$ cat src/rtl/decoder_3to8_reg.sv
// Registered binary-to-one-hot decoder.
// An IN_W-bit select code drives exactly one of 2**IN_W output lines high,
// one clock after it is sampled with en=1. A companion valid flag marks the
// cycle that follows each enabled sample.
//
// Output semantics: valid is a pure registered copy of en. There is no
// ready/back-pressure; downstream logic must take y in the cycle that valid
// is high. When valid is low, y still holds the last enabled decode
// (or zero after reset) so downstream enables stay stable.
module decoder_3to8_reg #(
  parameter int IN_W = 3
) (
  input  logic                   clk,
  input  logic                   rst_n,
  input  logic                   en,
  input  logic [IN_W-1:0]        a,
  output logic [(1<<IN_W)-1:0]   y,
  output logic                   valid
);

  // Output width follows the select width; not independently overridable.
  localparam int OUT_W = 1 << IN_W;

  logic [OUT_W-1:0] dec;

  // One-hot decode of the select code; every code in range maps to one line.
  always_comb begin
    dec    = '0;
    dec[a] = 1'b1;
  end

  // Register the decode on enabled samples; valid tracks en every cycle.
  // Reset clears both asynchronously and takes priority over the clock.
  always_ff @(posedge clk or negedge rst_n) begin
    if (!rst_n) begin
      y     <= '0;
      valid <= 1'b0;
    end else begin
      valid <= en;
      if (en) begin
        y <= dec;
      end
    end
  end

endmodule

$ cat config.mk
export PLATFORM = sky130hd
export DESIGN_NAME = decoder_3to8_reg
export DESIGN_NICKNAME = d
export VERILOG_FILES = /design/src/rtl/decoder_3to8_reg.sv
export SDC_FILE = /design/constraint.sdc
export NUM_CORES = 1
export LEC_CHECK = 0
export BUFFER_PORTS_ARGS = -buffer_cell sky130_fd_sc_hd__buf_2
export CAP_MARGIN = 10
export CORE_AREA = 4 4 41 43
export CTS_CLUSTER_SIZE = 24
export DETAILED_ROUTE_END_ITERATION = 16
export DIE_AREA = 0 0 45 47
export PLACE_DENSITY_LB_ADDON = 0.05
export RECOVER_POWER = 100
export SKIP_LAST_GASP = 1
export SYNTH_ARGS = -nofsm -noshare
export SYNTH_HDL_FRONTEND = slang
export SYNTH_SLANG_ARGS = --single-unit
$ cat constraint.sdc
create_clock -name clk -period 1.8 [get_ports clk]
set_input_delay 0.54 -clock clk [delete_from_list [all_inputs] [get_ports clk]]
set_output_delay 0.54 -clock clk [all_outputs]
set_load 0.03 [all_outputs]
==> results of run 1 <==
==> how the worst max path moves through the flow <==
stage                                   to  slack (ns)  cells after the start
after detailed placement  y[0]$_DFFE_PN0P_        0.58                      3
after floorplan                       y[0]        0.78                      0
after CTS                             y[2]        0.44                      1
final                                 y[2]        0.35                      1
after global placement    y[0]$_DFFE_PN0P_        0.64                      3
after global routing                  y[2]        0.28                      1
==> power by group <==
part | total (mW) | leakage (nW) | internal, mW | switching (mW)
combinational | 0.0664 | 0.0613 | 0.0174 | 0.0490
sequential | 0.219 | 0.119 | 0.214 | 0.00491
clock | 0.147 | 0.0150 | 0.0849 | 0.0620
total | 0.432 | 0.196 | 0.316 | 0.116
==> registers in the layout, indices dropped and copies added (netlist names) <==
register  flops
valid         1
y             8
==> worst register-to-register path, delay by kind of cell (launching register included) <==
| family | cells | cell delay (ns) |
|---|---|---|
| buffers and inverters | 1 | 0.05 |
| AOI/OAI and AO/OA | 1 | 0.07 |
| DFF | 1 | 0.37 |
==> per-stage QoR <==
step / utilization / worst slack, ns
2_1_floorplan: - / 0.778
3_3_place_gp: 0.342 / 0.640
3_5_place_dp: 0.342 / 0.577
4_1_cts: 0.363 / 0.436
5_1_grt: 0.346 / 0.277
6_report: 0.346 / 0.347
==> kinds of logic after synthesis <==
family,Yosys count,share of synthesized area
flip-flops,9,0.612
buffers and inverters,9,0.112
AO/OA/AOI/OAI,8,0.170
AND/OR/NAND/NOR,7,0.105
==> cell type report <==
class / instances / area, sq um
inverters: 8 / 30.0
clock buffers: 4 / 26.3
well taps: 15 / 18.8
multi-input cells: 15 / 93.8
fillers: 149 / 851
repair buffers: 14 / 56.3
flip-flops and latches: 9 / 225
==> routing by layer <==
metal	global-route usage	vias up	wire (microns)
met1	0.0941	128	301
met5	0	-	0
met3	0.0728	0	94
met2	0.102	12	332
met4	0.0351	0	0
li1	-	141	-
==> cell usage after synthesis, drive strengths merged <==
cell type,instances
o32ai,2
dfrtp,9
o22ai,6
nand2b,4
nand2,3
buf,1
inv,8
==> summary.txt, run 1 <==
per-cell routed wire length -> 11.2 microns
top cell type's share of synthesized area -> 0.612
Tot GR Track Use -> 0.0807
non-filler instance count after layout -> 65
Max Clock Freq -> 688 MHz
CORE AREA -> 1300 sq um
Post-Place Cell Area -> 445 sq um
CP required -> 1.26 ns
commonest non-fill, non-tap cell in the layout -> clkbuf_1
post-synth cell types -> 9
IO Port Bufs -> 14
CTS tree -> built
Critical R2R Launch -> y[0]$_DFFE_PN0P_
H-tree depth -> 1
Final Hold Violating Endpoints -> 0
kind of critical path -> reg -> out
Yosys Warn Count -> 0
crit path launch type -> register
clock tree buffer depth -> 2
global placement routability congestion -> 0.651
Setup TNS Final -> 0 ns
CTS Buf Count -> 3
clock slew at reported path FFs -> 0.06 ns
syn_nets -> 39
Worst path slowest cell -> dfrtp_1
RSZ-0062 raised after global routing -> false
max-cap viol count -> 0
fin nets -> 57
aggregate routed wire length -> 729 microns
initial antenna violation count -> 0
vias per cell -> 4.32
worst-path fanout max -> 2
CP cell instances -> clkbuf_1
Critical Path AT -> 0.91 ns
final critical-path required period -> 1.45 ns
critical path buffer and inverter count -> 1
Area Growth Syn to Fin -> 22.4%
Die Area -> 2120 sq um
PD cells -> 959 nW/um^2
Setup Viol. Count Final -> 0
largest delay contributor family on the critical path -> flip-flops
vias in the first global route -> 250
Worst-Margin Slew -> 0.513 ns
hold_ws -> 0.206 ns
HP Class -> in -> async
GRT Residual Overflow -> 0
Starting Density -> 0.283
Initial DRC Count -> 2
#FFs+latches synth -> 9
Hold-fix buffers, CTS -> 0
Post-Layout Inst Area -> 450 sq um
Diodes inserted -> 0
Antenna Nets Post-Route -> 0
first-pass GRT wire length -> 1110 microns
Vert. Die Dim -> 47 microns
syn avg cell area -> 11.1 sq um
Die X -> 45 microns
crit share post-route -> 0.807
VDD IR max -> 0.370 mV
Seq/Total Area, Yosys -> 0.612
r2r endpoint -> y[0]$_DFFE_PN0P_
Max-slew headroom -> 0.658
fin. max-slew vios -> 0
Leak -> 0.196 nW
Worst Skew -> 0 ns
Root Driver -> clkbuf_4
placed insts -> 61
Resized Gates After CTS -> 0
ratio of cells with drive above 1 in the final layout -> 0.140
DR vias -> 281
total power -> 432 uW
largest net degree at the start of global routing -> 14
setup slack, reg-to-reg -> 1.16 ns
cell area after synthesis -> 368 sq um
# DRC -> 0
Mapped Cells -> 33
insertion delay to the later sink of the worst-skew pair -> 0.25 ns
most frequent cells in the layout -> clkbuf_1, dfrtp_1, inv_1, o22ai_1, nand2b_1
dpl hpwl -> 590 microns
CP endpoint kind -> primary output
Worst path max stage delay -> 0.35 ns
dominant cells by area after synthesis -> dfrtp_1, o22ai_1, inv_1, nand2b_1, o32ai_2
outcome -> finished, final reports clean
Std-Cell Rows -> 13
Ports -> 15
Reg2Reg Depth -> 2
crit path from -> y[2]$_DFFE_PN0P_
clock sinks -> 9
post-synth top area cell -> dfrtp_1
Setup Buffers After CTS -> 0
Pre-antenna DRT Iters -> 2
No activity file was read; power rests on OpenSTA's default activity.
==> run 2: changes to the inputs <==
- clock period: 1.8 -> 1.5 ns (I/O delays scaled with it)
==> run 2 against run 1 <==
  * Total power increased by 20%
  * Global-route usage unchanged
  * Via count increased by 0.36%
  * Non-clock buffer count unchanged
  * Highest routed layer unchanged
==> summary.txt, run 2 (synthesis gave the netlist of run 1 again) <==
outcome -> finished, final reports clean
Starting Density -> 0.283
Pre-antenna DRT Iters -> 2
Worst path max stage delay -> 0.34 ns
initial antenna violation count -> 0
Max-slew headroom -> 0.658
aggregate routed wire length -> 721 microns
Initial DRC Count -> 2
H-tree depth -> 1
Std-Cell Rows -> 13
register area -> 225 sq um
Root Driver -> clkbuf_4
vias in the first global route -> 250
Die X -> 45 microns
insertion delay to the later sink of the worst-skew pair -> 0.25 ns
CORE AREA -> 1300 sq um
DR vias -> 282
crit path launch type -> register
CP required -> 1.05 ns
RSZ-0062 raised after global routing -> false
Area Growth Syn to Fin -> 24.1%
Critical Path AT -> 0.90 ns
Max Clock Freq -> 740 MHz
Tot GR Track Use -> 0.0807
total power -> 520 uW
largest net degree at the start of global routing -> 14
largest delay contributor family on the critical path -> flip-flops
Final Hold Violating Endpoints -> 0
Clock Power Share -> 0.339
Hold-fix buffers, CTS -> 0
HP Class -> in -> async
r2r endpoint -> y[7]$_DFFE_PN0P_
IO Port Bufs -> 14
Multi-input gate area -> 93.8 sq um
CTS Buf Count -> 3
ratio of cells with drive above 1 in the final layout -> 0.240
CP endpoint kind -> primary output
Ports -> 15
Worst path slowest cell -> dfrtp_1
Largest Register -> y
combinational share of power -> 0.157
# DRC -> 0
crit path from -> y[1]$_DFFE_PN0P_
Critical R2R Launch -> y[7]$_DFFE_PN0P_
Diodes inserted -> 0
Leak -> 0.216 nW
GRT Residual Overflow -> 0
worst-path fanout max -> 2
per-cell routed wire length -> 11.1 microns
sequential share of power -> 0.504
dpl hpwl -> 590 microns
VDD IR max -> 0.444 mV
Vert. Die Dim -> 47 microns
CP cell instances -> clkbuf_1
clock slew at reported path FFs -> 0.06 ns
max-cap viol count -> 0
clock sinks -> 9
PD cells -> 1140 nW/um^2
Sw Pwr -> 139 uW
final critical-path required period -> 1.35 ns
Resized Gates After CTS -> 0
crit share post-route -> 0.901
kind of critical path -> reg -> out
Worst-Margin Slew -> 0.513 ns
first-pass GRT wire length -> 1110 microns
Reg2Reg Depth -> 2
commonest non-fill, non-tap cell in the layout -> dfrtp_1
Net Sw Frac -> 0.267
Setup Viol. Count Final -> 0
Cell Int Power -> 382 uW
Setup TNS Final -> 0 ns
fin. max-slew vios -> 0
setup slack, reg-to-reg -> 0.86 ns
Die Area -> 2120 sq um
Worst Skew -> 0 ns
critical path buffer and inverter count -> 1
biggest regs -> y (8), valid (1)
Setup Buffers After CTS -> 0
global placement routability congestion -> 0.651
Largest register FFs -> 8
fin nets -> 57
vias per cell -> 4.34
Antenna Nets Post-Route -> 0
most frequent cells in the layout -> dfrtp_1, inv_1, buf_2, clkbuf_1, o22ai_1
CTS tree -> built
clock tree buffer depth -> 2
Filler cells -> 145
run 2: layout make-up:
class                      count  share of cell area
sequential                     9               0.493
timing repair buffer          14               0.137
tap                           15              0.0411
inverter                       8              0.0658
multi-input combinational     15               0.205
clock buffer                   4              0.0575
run 2: power by group through the flow:
stage	clock network (mW)	logic (mW)	registers [mW]
global placement	0	0.0871	0.266
floorplan	0	0.0270	0.295
CTS	0.187	0.0885	0.262
detailed placement	0	0.0882	0.267
finish	0.176	0.0818	0.262
global route	0.209	0.0895	0.264
run 2: metal layers:
metal	vias to the layer above	share of wire	track usage
met5	-	0	0
met4	0	0	0.0351
met3	0	0.13	0.0728
met2	12	0.46	0.102
met1	129	0.41	0.0941
li1	141	-	-
run 2: worst max-delay path by stage:
stage                                  end  slack, ns  cells past startpoint
after global routing                  y[7]       0.10                      1
after detailed placement  y[0]$_DFFE_PN0P_       0.37                      3
after CTS                             y[2]       0.23                      1
after global placement    y[0]$_DFFE_PN0P_       0.43                      3
final                                 y[1]       0.15                      1
after floorplan                       y[0]       0.57                      0
run 2: metrics by stage:
| step | std cells | instance area (sq um) | utilization | setup WS [ns] | hold slack, ns |
|---|---|---|---|---|---|
| after floorplan | 33 | 368 | - | 0.568 | 0.154 |
| after global placement | 61 | 445 | 0.342 | 0.430 | 0.307 |
| after detailed placement | 61 | 445 | 0.342 | 0.367 | 0.311 |
| after CTS | 65 | 472 | 0.363 | 0.226 | 0.0327 |
| after global routing | 65 | 457 | 0.351 | 0.100 | 0.135 |
| final | 65 | 457 | 0.351 | 0.148 | 0.116 |
==> run 3: changes to the inputs <==
- GPL_TIMING_DRIVEN: default -> 0
==> run 3 against run 2 <==
  * Combinational power grew 2%
  * Fmax shrank 0.97%
  * Register-to-register slack is essentially flat
  * Clock skew is the same
  * Flip-flop and latch count is the same
  * Sequential power is essentially flat
  * Critical path type unchanged
  * Largest cell class unchanged
  * Largest power group unchanged
==> summary.txt, run 3 (synthesis gave the netlist of run 1 again) <==
outcome -> finished, final reports clean
CORE AREA -> 1300 sq um
critical path buffer and inverter count -> 1
kind of critical path -> reg -> out
Worst path slowest cell -> dfrtp_1
Starting Density -> 0.283
insertion delay to the later sink of the worst-skew pair -> 0.26 ns
Largest Register -> y
Pre-antenna DRT Iters -> 1
vias in the first global route -> 263
Initial DRC Count -> 0
per-cell routed wire length -> 11.6 microns
HP Class -> in -> async
Critical R2R Launch -> y[4]$_DFFE_PN0P_
global placement routability congestion -> 0.710
clock slew at reported path FFs -> 0.06 ns
GR Util met3 -> 0.0345
worst setup slack after layout -> 0.135 ns
PD cells -> 1160 nW/um^2
hold_ws -> 0.115 ns
CP cell instances -> clkbuf_1
largest delay contributor family on the critical path -> flip-flops
Worst Skew -> 0 ns
CTS Buf Count -> 3
first-pass GRT wire length -> 1220 microns
Die Area -> 2120 sq um
Reg2Reg Depth -> 2
DR vias -> 295
Vert. Die Dim -> 47 microns
CP endpoint kind -> primary output
max-cap viol count -> 0
most frequent cells in the layout -> buf_2, dfrtp_1, inv_1, clkbuf_1, o22ai_1
share of the core filled with cells -> 0.355
CP required -> 1.05 ns
Area Growth Syn to Fin -> 25.5%
r2r endpoint -> y[4]$_DFFE_PN0P_
ratio of cells with drive above 1 in the final layout -> 0.255
Setup Buffers After CTS -> 0
Max Clock Freq -> 732 MHz
CTS tree -> built
Setup TNS Final -> 0 ns
dpl hpwl -> 606 microns
initial antenna violation count -> 0
Largest register FFs -> 8
total power -> 536 uW
Max-slew headroom -> 0.672
met1 GRT Util -> 0.107
VDD IR max -> 0.418 mV
Ports -> 15
Die X -> 45 microns
vias per cell -> 4.47
GRT Residual Overflow -> 0
clock sinks -> 9
Diodes inserted -> 0
Setup Viol. Count Final -> 0
Hold-fix buffers, CTS -> 0
Filler cells -> 156
IO Port Bufs -> 14
biggest regs -> y (8), valid (1)
grt met2 use -> 0.110
Tot GR Track Use -> 0.0892
Antenna Nets Post-Route -> 0
Final Hold Violating Endpoints -> 0
RSZ-0062 raised after global routing -> false
largest net degree at the start of global routing -> 11
Resized Gates After CTS -> 0
H-tree depth -> 1
setup slack, reg-to-reg -> 0.87 ns
aggregate routed wire length -> 767 microns
Critical Path AT -> 0.92 ns
Leak -> 0.221 nW
final critical-path required period -> 1.37 ns
# DRC -> 0
worst-path fanout max -> 2
Worst-Margin Slew -> 0.492 ns
Std-Cell Rows -> 13
Worst path max stage delay -> 0.34 ns
fin. max-slew vios -> 0
Root Driver -> clkbuf_4
DP Worst Slack -> 0.420 ns
clock tree buffer depth -> 2
crit path launch type -> register
GR peak layer -> met2
fin nets -> 58
crit share post-route -> 0.910
-- run 3: cell count changes in the layout (fill, tap and decap cells not counted), sizes merged --
cell  before  now
buf        8    9
-- run 3: per-stage QoR --
stage                     instance area, sq um  instances
after floorplan                            368         33
after global placement                     457         62
after detailed placement                   457         62
after CTS                                  483         66
after global routing                       462         66
final                                      462         66
-- run 3: where the power goes --
group | internal [mW] | switching (mW)
Combinational | 0.0241 | 0.0592
Sequential | 0.256 | 0.00572
Clock | 0.103 | 0.0880
Total | 0.383 | 0.153
-- run 3: cell type report --
class | instances | area (sq um) | area share
inverter | 8 | 30.0 | 0.0650
clock buffer | 4 | 26.3 | 0.0569
buffer | 1 | 3.75 | 0.00813
tap | 15 | 18.8 | 0.0407
sequential | 9 | 225 | 0.488
multi-input combinational | 15 | 93.8 | 0.203
timing repair buffer | 14 | 63.8 | 0.138
-- run 3: worst max-delay path by stage --
stage,start,end,slack (ns),cells past startpoint
finish,y[5]$_DFFE_PN0P_,y[5],0.13,1
floorplan,y[0]$_DFFE_PN0P_,y[0],0.57,0
global placement,en,y[4]$_DFFE_PN0P_,0.44,4
detailed placement,en,y[4]$_DFFE_PN0P_,0.42,4
global route,y[3]$_DFFE_PN0P_,y[3],0.1,1
CTS,y[6]$_DFFE_PN0P_,y[6],0.21,1
-- run 3: per-layer routing --
| layer | part of all wire | wire, microns |
|---|---|---|
| met1 | 0.44 | 335 |
| met2 | 0.45 | 342 |
| met3 | 0.086 | 66 |
| met4 | 0.030 | 23 |
| met5 | 0 | 0 |
